<file path="src/rtl/bank_pkg.sv">
// Shared types and constants for the bank mapper.
// Tracker and unlock state encodings, the (zp),Y opcode match pattern
// and the helper that hides the upper bank bits while locked.
package bank_pkg;

    // Sequence tracker for LDA/STA (zp),Y: opcode fetch, operand, pointer lo/hi,
    // page-fix dummy cycle, data cycle.
    typedef enum logic [2:0] {
        TRK_IDLE = 3'd0,
        TRK_OPND = 3'd1,
        TRK_PLO  = 3'd2,
        TRK_PHI  = 3'd3,
        TRK_FIX  = 3'd4,
        TRK_DATA = 3'd5
    } trk_state_t;

    // Key-sequence unlock states; K3 means the three keys have been seen.
    typedef enum logic [1:0] {
        UL_K0 = 2'd0,
        UL_K1 = 2'd1,
        UL_K2 = 2'd2,
        UL_K3 = 2'd3
    } unlock_state_t;

    // 8'h91 (STA (zp),Y) and 8'hB1 (LDA (zp),Y) differ only in bit 5.
    localparam logic [7:0] OPC_IND_MASK = 8'b1101_1111;
    localparam logic [7:0] OPC_IND_VAL  = 8'b1001_0001;

    // Clear bits [7:4] unless full-width mode is active.
    function automatic logic [7:0] width_mask(input logic [7:0] value, input logic full);
        return full ? value : {4'b0000, value[3:0]};
    endfunction

endpackage

</file>
<file path="src/rtl/bank_unlock_fsm.sv">
// Key-sequence unlock for full-width bank mode.
// Watches writes to the indirect register; after KEY0, KEY1, KEY2 the next
// write's bit 0 becomes the full-mode flag. Built only with LOCK_SEQ_EN.
module bank_unlock_fsm
    import bank_pkg::*;
#(
    parameter logic [7:0] KEY0 = 8'h55,
    parameter logic [7:0] KEY1 = 8'hAA,
    parameter logic [7:0] KEY2 = 8'h00
) (
    input  logic       clk,
    input  logic       srst,
    input  logic       i_wr_ind,
    input  logic [7:0] i_data,
    output logic       o_flag_full
);

    unlock_state_t r_state;
    unlock_state_t w_state_next;
    logic          r_flag;
    logic          w_flag_next;
    logic          w_is_key0;

    assign w_is_key0 = (i_data == KEY0);

    // State and flag registers.
    always_ff @(posedge clk) begin
        if (srst) begin
            r_state <= UL_K0;
            r_flag  <= 1'b0;
        end else begin
            r_state <= w_state_next;
            r_flag  <= w_flag_next;
        end
    end

    // Key matching: a wrong byte restarts, but a stray KEY0 counts as a fresh start.
    always_comb begin
        w_state_next = r_state;
        w_flag_next  = r_flag;
        if (i_wr_ind) begin
            unique case (r_state)
                UL_K0: w_state_next = w_is_key0 ? UL_K1 : UL_K0;
                UL_K1: w_state_next = (i_data == KEY1) ? UL_K2 : (w_is_key0 ? UL_K1 : UL_K0);
                UL_K2: w_state_next = (i_data == KEY2) ? UL_K3 : (w_is_key0 ? UL_K1 : UL_K0);
                UL_K3: begin
                    w_state_next = UL_K0;
                    w_flag_next  = i_data[0];
                end
                default: w_state_next = UL_K0;
            endcase
        end
    end

    assign o_flag_full = r_flag;

endmodule

</file>
<file path="src/rtl/bank_mapper.sv">
// 6502-on-banked-bus adapter: execution and indirect bank registers,
// (zp),Y sequence tracking to steer the data cycle to the indirect bank,
// and masking of the upper bank bits while full mode is off.
// Build option: LOCK_SEQ_EN adds the key-sequence unlock for full mode;
// without it full mode is permanently on whenever BANK_BITS > 4.
module bank_mapper
    import bank_pkg::*;
#(
    parameter int          BANK_BITS  = 8,
    parameter logic [7:0]  RESET_BANK = 8'h0F,
    parameter logic [15:0] EXEC_ADDR  = 16'h0000,
    parameter logic [15:0] IND_ADDR   = 16'h0001,
    parameter logic [7:0]  KEY0       = 8'h55,
    parameter logic [7:0]  KEY1       = 8'hAA,
    parameter logic [7:0]  KEY2       = 8'h00
) (
    input  logic                 phi2_6509,
    input  logic                 reset,
    input  logic                 r_w,
    input  logic                 _rdy,
    input  logic                 sync,
    input  logic [15:0]          address_6502,
    input  logic [7:0]           data_in,
    output logic [7:0]           data_out,
    output logic                 data_oe,
    output logic [BANK_BITS-1:0] address_bank,
    output logic                 flag_full,
    output logic                 ind_active
);

    localparam logic [BANK_BITS-1:0] RESET_VAL = RESET_BANK[BANK_BITS-1:0];

    logic [BANK_BITS-1:0] r_exec;
    logic [BANK_BITS-1:0] r_ind;
    trk_state_t           r_state;
    trk_state_t           w_state_next;

    logic                 w_hit_exec;
    logic                 w_hit_ind;
    logic                 w_wr_exec;
    logic                 w_wr_ind;
    logic                 w_opc_match;
    logic                 w_sel_ind;
    logic                 w_flag_full;
    logic [7:0]           w_exec_m8;
    logic [7:0]           w_ind_m8;
    logic [BANK_BITS-1:0] w_exec_masked;
    logic [BANK_BITS-1:0] w_ind_masked;

    assign w_hit_exec  = (address_6502 == EXEC_ADDR);
    assign w_hit_ind   = (address_6502 == IND_ADDR);
    assign w_wr_exec   = !r_w && w_hit_exec;
    assign w_wr_ind    = !r_w && w_hit_ind;
    assign w_opc_match = sync && ((data_in & OPC_IND_MASK) == OPC_IND_VAL);

`ifdef LOCK_SEQ_EN
    bank_unlock_fsm #(
        .KEY0 (KEY0),
        .KEY1 (KEY1),
        .KEY2 (KEY2)
    ) u_unlock (
        .clk         (phi2_6509),
        .srst        (reset),
        .i_wr_ind    (w_wr_ind),
        .i_data      (data_in),
        .o_flag_full (w_flag_full)
    );
`else
    // Nothing to unlock: wide banks are simply always available.
    assign w_flag_full = (BANK_BITS > 4);

    // Keys only matter when the lock is built in; fold them into a sink signal.
    logic w_unused_keys;
    assign w_unused_keys = ^{KEY0, KEY1, KEY2};
`endif

    // Bank registers load on any write edge, regardless of CPU stall.
    always_ff @(posedge phi2_6509) begin
        if (reset) begin
            r_exec <= RESET_VAL;
            r_ind  <= RESET_VAL;
        end else begin
            if (w_wr_exec) r_exec <= data_in[BANK_BITS-1:0];
            if (w_wr_ind)  r_ind  <= data_in[BANK_BITS-1:0];
        end
    end

    // Tracker state register.
    always_ff @(posedge phi2_6509) begin
        if (reset) r_state <= TRK_IDLE;
        else       r_state <= w_state_next;
    end

    // Tracker next state: one step per ready cycle; a new fetch in FIX/DATA
    // means the sequence ended early (no page cross), so restart from it.
    always_comb begin
        w_state_next = r_state;
        if (_rdy) begin
            unique case (r_state)
                TRK_IDLE: w_state_next = w_opc_match ? TRK_OPND : TRK_IDLE;
                TRK_OPND: w_state_next = TRK_PLO;
                TRK_PLO:  w_state_next = TRK_PHI;
                TRK_PHI:  w_state_next = TRK_FIX;
                TRK_FIX:  w_state_next = sync ? (w_opc_match ? TRK_OPND : TRK_IDLE) : TRK_DATA;
                TRK_DATA: w_state_next = sync ? (w_opc_match ? TRK_OPND : TRK_IDLE) : TRK_IDLE;
                default:  w_state_next = TRK_IDLE;
            endcase
        end
    end

    // Upper bits hidden while locked; the stored value keeps them.
    assign w_exec_m8     = width_mask(8'(r_exec), w_flag_full);
    assign w_ind_m8      = width_mask(8'(r_ind), w_flag_full);
    assign w_exec_masked = w_exec_m8[BANK_BITS-1:0];
    assign w_ind_masked  = w_ind_m8[BANK_BITS-1:0];

    // Indirect bank only for the pointer-addressed cycles, never for a fetch.
    assign w_sel_ind    = ((r_state == TRK_FIX) || (r_state == TRK_DATA)) && !sync;
    assign address_bank = w_sel_ind ? w_ind_masked : w_exec_masked;
    assign ind_active   = w_sel_ind;
    assign flag_full    = w_flag_full;

    // Register readback onto the CPU data bus.
    always_comb begin
        data_oe  = 1'b0;
        data_out = 8'h00;
        if (r_w && w_hit_exec) begin
            data_oe  = 1'b1;
            data_out = 8'(w_exec_masked);
        end else if (r_w && w_hit_ind) begin
            data_oe  = 1'b1;
            data_out = 8'(w_ind_masked);
        end
    end

endmodule

</file>
<file path="config.mk">
export PLATFORM = sky130hd
export DESIGN_NAME = bank_mapper
export DESIGN_NICKNAME = d
export VERILOG_FILES = /design/src/rtl/bank_pkg.sv /design/src/rtl/bank_unlock_fsm.sv /design/src/rtl/bank_mapper.sv
export SDC_FILE = /design/constraint.sdc
export NUM_CORES = 1
export LEC_CHECK = 0
export ABC_AREA = 1
export BUFFER_PORTS_ARGS = -buffer_cell sky130_fd_sc_hd__buf_2
export CAP_MARGIN = 0
export CORE_ASPECT_RATIO = 1.2
export CORE_MARGIN = 5
export CORE_UTILIZATION = 52
export CTS_CLUSTER_SIZE = 12
export DETAILED_ROUTE_END_ITERATION = 12
export HOLD_SLACK_MARGIN = 0.1
export PLACE_DENSITY_LB_ADDON = 0.15
export SYNTH_ARGS = -nofsm -noshare
export SYNTH_HDL_FRONTEND = slang
export SYNTH_SLANG_ARGS = --single-unit
</file>
<file path="constraint.sdc">
create_clock -name phi2_6509 -period 2.6 [get_ports phi2_6509]
set_clock_uncertainty 0.15 [all_clocks]
set_input_delay 0.13 -clock phi2_6509 [delete_from_list [all_inputs] [get_ports phi2_6509]]
set_output_delay 0.13 -clock phi2_6509 [all_outputs]
set_load 0.01 [all_outputs]
</file>
-- Yosys cells after proc, flatten, opt, wreduce, memory -nomap -nowiden
Index checks and enable logic that the tools add are counted.
Widths: inputs -> output; s select.
- register bits after elaboration: 19
- output and inout bits: 19
- bits of input ports: 29
- muxes and demuxes: 9
- eq/ne operators: 7
- reduce and logical (&&, ||, !) cells: 11
- operators by type and width (cell ; count):
    $mux 8 ; 3
    $pmux 3 s6 ; 1
    $eq 16x1->1 const B ; 1
    $logic_not 16->1 ; 1
    $eq 7x7->1 const B ; 1
    $eq 3x2->1 const B ; 2
    $eq 3x3->1 const B ; 2
    $logic_and 1x1->1 ; 6
    $mux 1 ; 4
    $eq 3x1->1 const B ; 1
    $logic_not 3->1 ; 1
    $mux 3 ; 1
    $logic_not 1->1 ; 2
    $logic_or 1x1->1 ; 1

-- Logic depth before layout (Yosys ltp)
Gate-level depths: netlist of the first run.
- depth in word-level cells: 5
- gate-level depth with buffers: 8
- mapped depth without buffers: 7

-- Worst setup path before layout of the first run
OpenSTA, ideal clock, no wires.
- path type: reg2out
- start point: register r_state[1]
- end point: output port address_bank[6]
- cell stages (with the launch flop): 5
- slack: 1.247 ns
- data arrival time: 1.073 ns
- required time: 2.320 ns
- path through: dfxtp_1 -> nor3_2 -> buf_2 -> nand2_1 -> o21ai_0
- word-level cells in the longest chain between the ends: 4
- elaborated cells on any way between the ends: 5
- those cells by class: eq/ne: 2; mux: 1; reduce/logical: 2
- RTL lines (item ; line ; RTL):
    start: declaration ; bank_mapper.sv:35 ; trk_state_t r_state;
    start signal: assignment ; bank_mapper.sv:91 ; else r_state <= w_state_next;
    $eq 3x3->1 ; bank_mapper.sv:118 ; assign w_sel_ind = ((r_state == TRK_FIX) || (r_state == TRK_DATA)) && !sync;
    $logic_or 1x1->1 (*) ; bank_mapper.sv:118 ;
    $logic_and 1x1->1 (*) ; bank_mapper.sv:118 ;
    via ind_active ; bank_mapper.sv:28 ; output logic ind_active
    $mux 8 (*) ; bank_mapper.sv:119 ; assign address_bank = w_sel_ind ? w_ind_masked : w_exec_masked;
    end: declaration ; bank_mapper.sv:26 ; output logic [BANK_BITS-1:0] address_bank,
Mark *: on every way through the listed nets, which the timed path passes. The rest lies on a longest branch.

-- Worst setup path after layout of the first run
- start point: input port data_in[1]
- end point: register r_state[0]
- word-level cells in the longest chain between the ends: 5
- elaborated cells on any way between the ends: 6
- those cells by class: eq/ne: 1; mux: 4; reduce/logical: 1
- RTL lines (item ; line ; RTL):
    start: declaration ; bank_mapper.sv:23 ; input logic [7:0] data_in,
    $eq 7x7->1 (*) ; bank_mapper.sv:54 ; assign w_opc_match = sync && ((data_in & OPC_IND_MASK) == OPC_IND_VAL);
    $logic_and 1x1->1 (*) ; bank_mapper.sv:54 ;
    $mux 1 (*) ; bank_mapper.sv:100, bank_mapper.sv:104, bank_mapper.sv:105 ;
    $mux 1 or $mux 3 (tied branches) ; bank_mapper.sv:105, bank_mapper.sv:104 ;
    $pmux 3 s6 (*) ; bank_mapper.sv:99 ; unique case (r_state)
Mark *: on every way between the ends. The rest lies on a longest branch, timed or not.
A chain may end at the register's enable or synchronous reset.

==> results of run 1 <==
-- Yosys cell counts --
library cell  count
nand3_2           1
nand3_1          10
o21ai_0           8
nand3_4           2
buf_4             2
a31oi_1           1
nor2_2            1
nor3_2            1
nand2_1          67
or2_2             1
a21oi_1           4
buf_2             2
conb_1            1
clkbuf_1          1
inv_1            27
nor2_8            2
o21ai_1           8
nor2_4            1
clkinv_1          1
nand4_1          16
nor3_1            2
nand2_2           1
dfxtp_1          19
buf_6             2
nand2_4           1
nor2_1           18
-- through the flow --
step | instance area (um^2) | worst slack (ns)
floorplan | 1260 | 1.25
global placement | 1500 | 0.853
detailed placement | 1500 | 0.826
CTS | 1620 | 0.713
global route | 1620 | 0.597
finish | 1620 | 0.716
-- report_power, final --
| group | internal, W | switching (W) |
|---|---|---|
| Combinational | 0.0000381 | 0.0000436 |
| Sequential | 0.000293 | 0.00000289 |
| Clock | 0.0000574 | 0.0000996 |
| Total | 0.000389 | 0.000146 |
-- critical path, delay by kind of cell --
kind	cells	cell delay, ns
buffers and inverters	3	1.22
AND/OR/NAND/NOR	5	0.54
AO/OA/AOI/OAI	1	0.10
-- cell type report --
type | instances | area share, %
clock buffer | 3 | 1.39
timing repair buffer | 58 | 21.3
inverter | 28 | 6.48
sequential | 19 | 23.4
tap | 31 | 2.39
clock inverter | 1 | 0.308
multi-input combinational | 146 | 44.7
-- state kept, by name, indices dropped and copies added (netlist names) --
| signal | count |
|---|---|
| r_ind | 8 |
| r_exec | 8 |
| r_state | 3 |
-- repair_timing --
item | in CTS | in global routing
hold buffers | 10 | 0
endpoints found under the hold margin | 19 | 0
gates resized for setup | 0 | 0
-- routing by layer --
metal / up-vias / track usage [%] / routed length (um)
li1: 749 / - / -
met1: 598 / 25.4 / 1390
met2: 51 / 30.5 / 1510
met3: 5 / 3.02 / 231
met4: 0 / 7.60 / 48
met5: - / 0 / 0
-- cells by family after synthesis --
family                 count (synthesis)  share of synthesized area, %
AO/OA/AOI/OAI                         21                          8.42
buffers and inverters                 35                          12.4
flip-flops                            19                          30.1
other                                  1                         0.297
AND/OR/NAND/NOR                      124                          48.8
-- worst max path at each step --
stage | from | endpoint | depth (start not counted)
floorplan | r_state[1] | address_bank[6] | 4
global placement | address_6502[15] | data_out[5] | 9
detailed placement | address_6502[15] | data_out[4] | 9
CTS | data_in[1] | r_state[0] | 9
global route | r_state[2] | r_state[0] | 8
finish | data_in[1] | r_state[0] | 9
==> summary.md, run 1 <==
| Metric | Value |
|---|---|
| HP Class | `input pin to flip-flop` |
| Post-Synthesis Cell Area | `1260 um^2` |
| Ys Warns | `0` |
| R2R depth | `7` |
| Worst-skew pair later-pin latency | `0.31 ns` |
| Root Driver | `clkbuf_4` |
| Power per cell area | `330 nW/um^2` |
| Die height | `64.0 um` |
| FF+latch count, synth | `19` |
| Leakage | `0.872 nW` |
| Final Util | `70.4%` |
| Critical Path Start Type | `input pin` |
| CP max FO | `3` |
| Starting Density | `54.7%` |
| Worst hold start | `address_6502[8]` |
| CTS tree | `yes` |
| Hold path cells | `6` |
| Largest net degree at the start of global routing | `21` |
| WHS Endpoint | `r_exec[3]` |
| Layout Cells excl Fill | `286` |
| FMAX | `531 MHz` |
| Commonest cells after routing, fill and taps aside | `nand2_1 (67), buf_2 (46), inv_1 (27)` |
| Final Hold Viols | `0` |
| Die Area | `3520 um^2` |
| Top cells by area, synth | `dfxtp_1 (30%), nand2_1 (20%), inv_1 (8.0%)` |
| Final Slew Violations | `0` |
| Yosys top cell by area | `dfxtp_1` |
| I/O pin cnt | `48` |
| Grt ovf | `0` |
| Share of cells above drive strength 1 | `24.7%` |
| Crit. End Element | `flip-flop` |
| Syn Inst Count | `200` |
| Area grow syn2layout | `28.5%` |
| Number of buffers inserted by port buffering | `46` |
| Postcts setup bufs | `0` |
| Vias in the first global route | `1,224` |
| Worst VDD drop | `0.000304 V` |
| Avg Cell Area, Syn | `6.31 um^2` |
| Max-Cap Viols | `0` |
| Post-DR wirelength/cell | `11.1 um` |
| Core ar. | `2310 um^2` |
| WS Path Type | `input pin to flip-flop` |
| Routed WL | `3.19 mm` |
| R2r setup slk | `0.77 ns` |
| Initial antenna violation count | `0` |
| GR Util All Layers | `19.2%` |
| Total CTS buffers | `3` |
| Drt drc | `0` |
| Tmin final | `1.88 ns` |
| Syn_nets | `229` |
| Routability cong. | `0.838` |
| RR Startpoint | `r_state[1]` |
| Clock Tree Buf Depth | `2` |
| Router iterations before antenna repair | `4` |
| Slew @ Worst Pin | `0.766 ns` |
| WP data required | `2.71 ns` |
| H-tree depth | `1` |
| Antenna cells | `0` |
| Worst Path Arrival | `2.00 ns` |
| Setup violators final | `0` |
| Setup TNS | `0 ns` |
| CTS sink cnt | `19` |
| Register area | `380 um^2` |
| Multi-input logic area | `726 um^2` |
| DR vias/cell | `4.91` |
| Placed cell count | `272` |
| CTS clk-pin slew, worst paths | `0.12 ns` |
| Iter 0 DRT Violations | `51` |
| Post-route ant nets | `0` |
| Layout Nets | `285` |
| CP cell instances | `dlygate4sd3_1, buf_2, or2_2, nor2_1, nand2_1, nand2_1, nand2_1, a21oi_1, dlygate4sd3_1` |
| Slew headroom | `48.9%` |
| Row count | `19` |
| Area share of the largest cell type after synthesis | `30.1%` |
| Final HPWL DP | `2.29 mm` |
| RSZ-0062 raised after global routing | `false` |
| Critical Path Max Stage Delay | `0.55 ns` |
| Run status | `finished clean` |
| Pwr Total | `0.000535 W` |
| Synth unique cells | `26` |
| Chip width | `55.0 um` |
| CP max stage cell | `dlygate4sd3_1` |
| Part of the Yosys area used for sequential elements | `30.1%` |
| Global-route wire length before repair | `5.13 mm` |
| Via Count | `1,403` |
| Worst hold margin | `0.156 ns` |
| Fin crit share | `72.5%` |
| Most frequent CP cell | `nand2_1` |
| Number of fill cells | `220` |
| Most common cell after layout, fill and taps aside | `nand2_1` |
| R2r endpoint | `r_state[0]` |
Note: power is estimated with default switching activity, not from simulation.
==> inputs of run 2 (changes only) <==
Settings changed: ABC_AREA 1 to 0, CORE_UTILIZATION 52 to 42.
Clock period 2.6 ns to 1.5 ns, I/O delays scaled along.
==> run 2 against run 1 <==
Die area increased by 5.4%; sequential power increased by 73%; sequential cell count unchanged; final cell count decreased by 23%; setup slack got worse by 0.92 ns; clock power increased by 64%; first-iteration DRC count decreased by 69%; via count decreased by 18%; the run now ends with setup timing left; power increased by 72%; highest routed layer unchanged; synthesized cell count decreased by 43%; core utilization increased by 1.4 points.
==> summary.md, run 2 <==
| Metric | Value |
|---|---|
| Switch share | `24.5%` |
| Worst setup margin | `-0.200 ns` |
| Post-route ant nets | `0` |
| Chip width | `56.4 um` |
| Clock power frac | `27.9%` |
| Number of fill cells | `199` |
| Fin crit share | `113%` |
| Ys Warns | `0` |
| Final HPWL DP | `2.19 mm` |
| Switching power | `0.000225 W` |
| Most frequent CP cell | `buf_6` |
| Area grow syn2layout | `65.4%` |
| Die height | `65.7 um` |
| Die Area | `3710 um^2` |
| Worst-skew pair later-pin latency | `0.29 ns` |
| Top_reg_cell synth | `dfxtp_1` |
| Cell with the most instances after synthesis | `dfxtp_1` |
| Core ar. | `2500 um^2` |
| Post-DR wirelength/cell | `15.2 um` |
| Vias in the first global route | `1,183` |
| Crit. End Element | `primary output` |
| EDFF count, synth | `0` |
| Critical Path Start Type | `flip-flop` |
| Power per cell area | `512 nW/um^2` |
| HP Class | `input pin to flip-flop` |
| Setup violators final | `11` |
| Leakage | `0.817 nW` |
| Combinational power share | `16.7%` |
| Post-Synthesis Cell Area | `1090 um^2` |
| Router iterations before antenna repair | `4` |
| Synth top cells by count | `dfxtp_1 (19), mux2i_1 (17), nor2_1 (16)` |
| CP cell instances | `nor3b_4, buf_6, mux2_2, buf_6` |
| Area share of the largest cell type after synthesis | `35.0%` |
| Syn Inst Count | `115` |
| Part of the Yosys area used for sequential elements | `35.0%` |
| Starting Density | `43.4%` |
| WS Path Type | `flip-flop to primary output` |
| Synth unique cells | `29` |
| WP data required | `1.27 ns` |
| Largest net degree at the start of global routing | `28` |
| Buf/Inv on CP | `2` |
| Grt ovf | `0` |
| Tmin final | `1.70 ns` |
| Critical Path Max Stage Delay | `0.35 ns` |
| Internal | `0.000696 W` |
| Initial antenna violation count | `0` |
| Worst hold margin | `0.115 ns` |
| I/O pin cnt | `48` |
| Syn_nets | `144` |
| Worst Path Arrival | `1.48 ns` |
| Seq pwr share | `55.5%` |
| Worst VDD drop | `0.000511 V` |
| Crit path max-delay family | `flip-flops` |
| Share of cells above drive strength 1 | `45.2%` |
| Final Slew Violations | `0` |
| Final Hold Viols | `0` |
| Drt drc | `0` |
| Top cells by area, synth | `dfxtp_1 (35%), mux2i_1 (16%), mux2_2 (8.3%)` |
| Failing checks | `setup timing` |
| Run status | `finished, violations left` |
| Max-Cap Viols | `0` |
| Routed WL | `3.34 mm` |
| CTS tree | `yes` |
| Via Count | `1,144` |
| Top flop regs | `r_exec: 8 flops, r_ind: 8 flops, r_state: 3 flops` |
| Synth async-reset ratio | `0%` |
| CP max stage cell | `dfxtp_2` |
| CTS clk-pin slew, worst paths | `0.11 ns` |
| Row count | `20` |
| H-tree depth | `1` |
| Global-route wire length before repair | `5.60 mm` |
| CP max FO | `4` |
| Yosys top cell by area | `dfxtp_1` |
| Routability cong. | `0.849` |
| Iter 0 DRT Violations | `16` |
| Root Driver | `clkbuf_4` |
| Avg Cell Area, Syn | `9.44 um^2` |
| Setup TNS | `-1.61 ns` |
| FF+latch count, synth | `19` |
| Layout Nets | `216` |
| Most common cell after layout, fill and taps aside | `buf_2` |
| Clock Tree Buf Depth | `2` |
| GR Util All Layers | `19.2%` |
| Pwr Total | `0.000921 W` |
| CTS sink cnt | `19` |
| RSZ-0062 raised after global routing | `true` |
| Commonest cells after routing, fill and taps aside | `buf_2 (32), buf_6 (18), mux2i_1 (17), dfxtp_1 (17), nor2_1 (16)` |
| Number of buffers inserted by port buffering | `46` |
| DR vias/cell | `5.22` |
| R2r setup slk | `0.02 ns` |
| Total CTS buffers | `3` |
| Antenna cells | `0` |
| FMAX | `588 MHz` |
==> run 2: layout make-up <==
type	count	area (um^2)	area share, %
multi-input combinational	85	747	41.6
inverter	3	11.3	0.627
clock buffer	4	26.3	1.46
timing repair buffer	75	588	32.7
sequential	19	383	21.3
tap	33	41.3	2.30
==> run 2: stage by stage <==
stage                     util [%]  cell area (um^2)  cells  worst slack (ns)
final                         71.8              1800    219            -0.200
after global routing          71.8              1800    219            -0.268
after CTS                     70.0              1750    219            -0.201
after detailed placement      55.8              1400    196            -0.245
after global placement        55.8              1400    196            -0.174
after floorplan                  -              1090    115            0.0225
==> run 2: worst paths after layout <==
kind / startpoint / to / depth (start not counted)
max: r_state[1] / address_bank[7] / 4
min: data_in[1] / r_state[0] / 4
max reg2reg: r_state[1] / r_state[0] / 6
min reg2reg: r_ind[4] / r_ind[4] / 2
==> run 2: worst min-delay path, cell delays in order <==
cell      delay (ns)
buf_2           0.09
or4b_2          0.12
o221ai_1        0.11
nor4bb_1        0.13
==> run 2: repair_timing <==
action	CTS	global route
resized for setup	30	8
hold buffers	15	0
pin swaps	3	7
buffers inserted	3	0
endpoints found under the hold margin	19	0
gates cloned	1	0
endpoints found under the setup margin	16	18
==> run 2: power by group through the flow <==
stage | clock (W) | combinational [W] | sequential, W
after floorplan | 0 | 0.0000433 | 0.000520
after global placement | 0 | 0.0000944 | 0.000521
after detailed placement | 0 | 0.0000970 | 0.000521
after CTS | 0.000272 | 0.000145 | 0.000511
after global routing | 0.000300 | 0.000167 | 0.000512
final | 0.000257 | 0.000153 | 0.000511
==> run 2: metal layers <==
metal  up-vias  routed length, um  track usage [%]
met4         0                 24             4.75
met3         4                224             5.30
li1        554                  -                -
met5         -                  0                0
met2        42               1750             35.7
met1       544               1340             21.3
==> run 2: cell families after synthesis <==
| group | count (synthesis) | share of synthesized area, % |
|---|---|---|
| AO/OA/AOI/OAI | 14 | 10.3 |
| buffers and inverters | 11 | 4.38 |
| flip-flops | 19 | 35.0 |
| multiplexers | 25 | 24.0 |
| other | 1 | 0.345 |
| AND/OR/NAND/NOR | 45 | 26.0 |
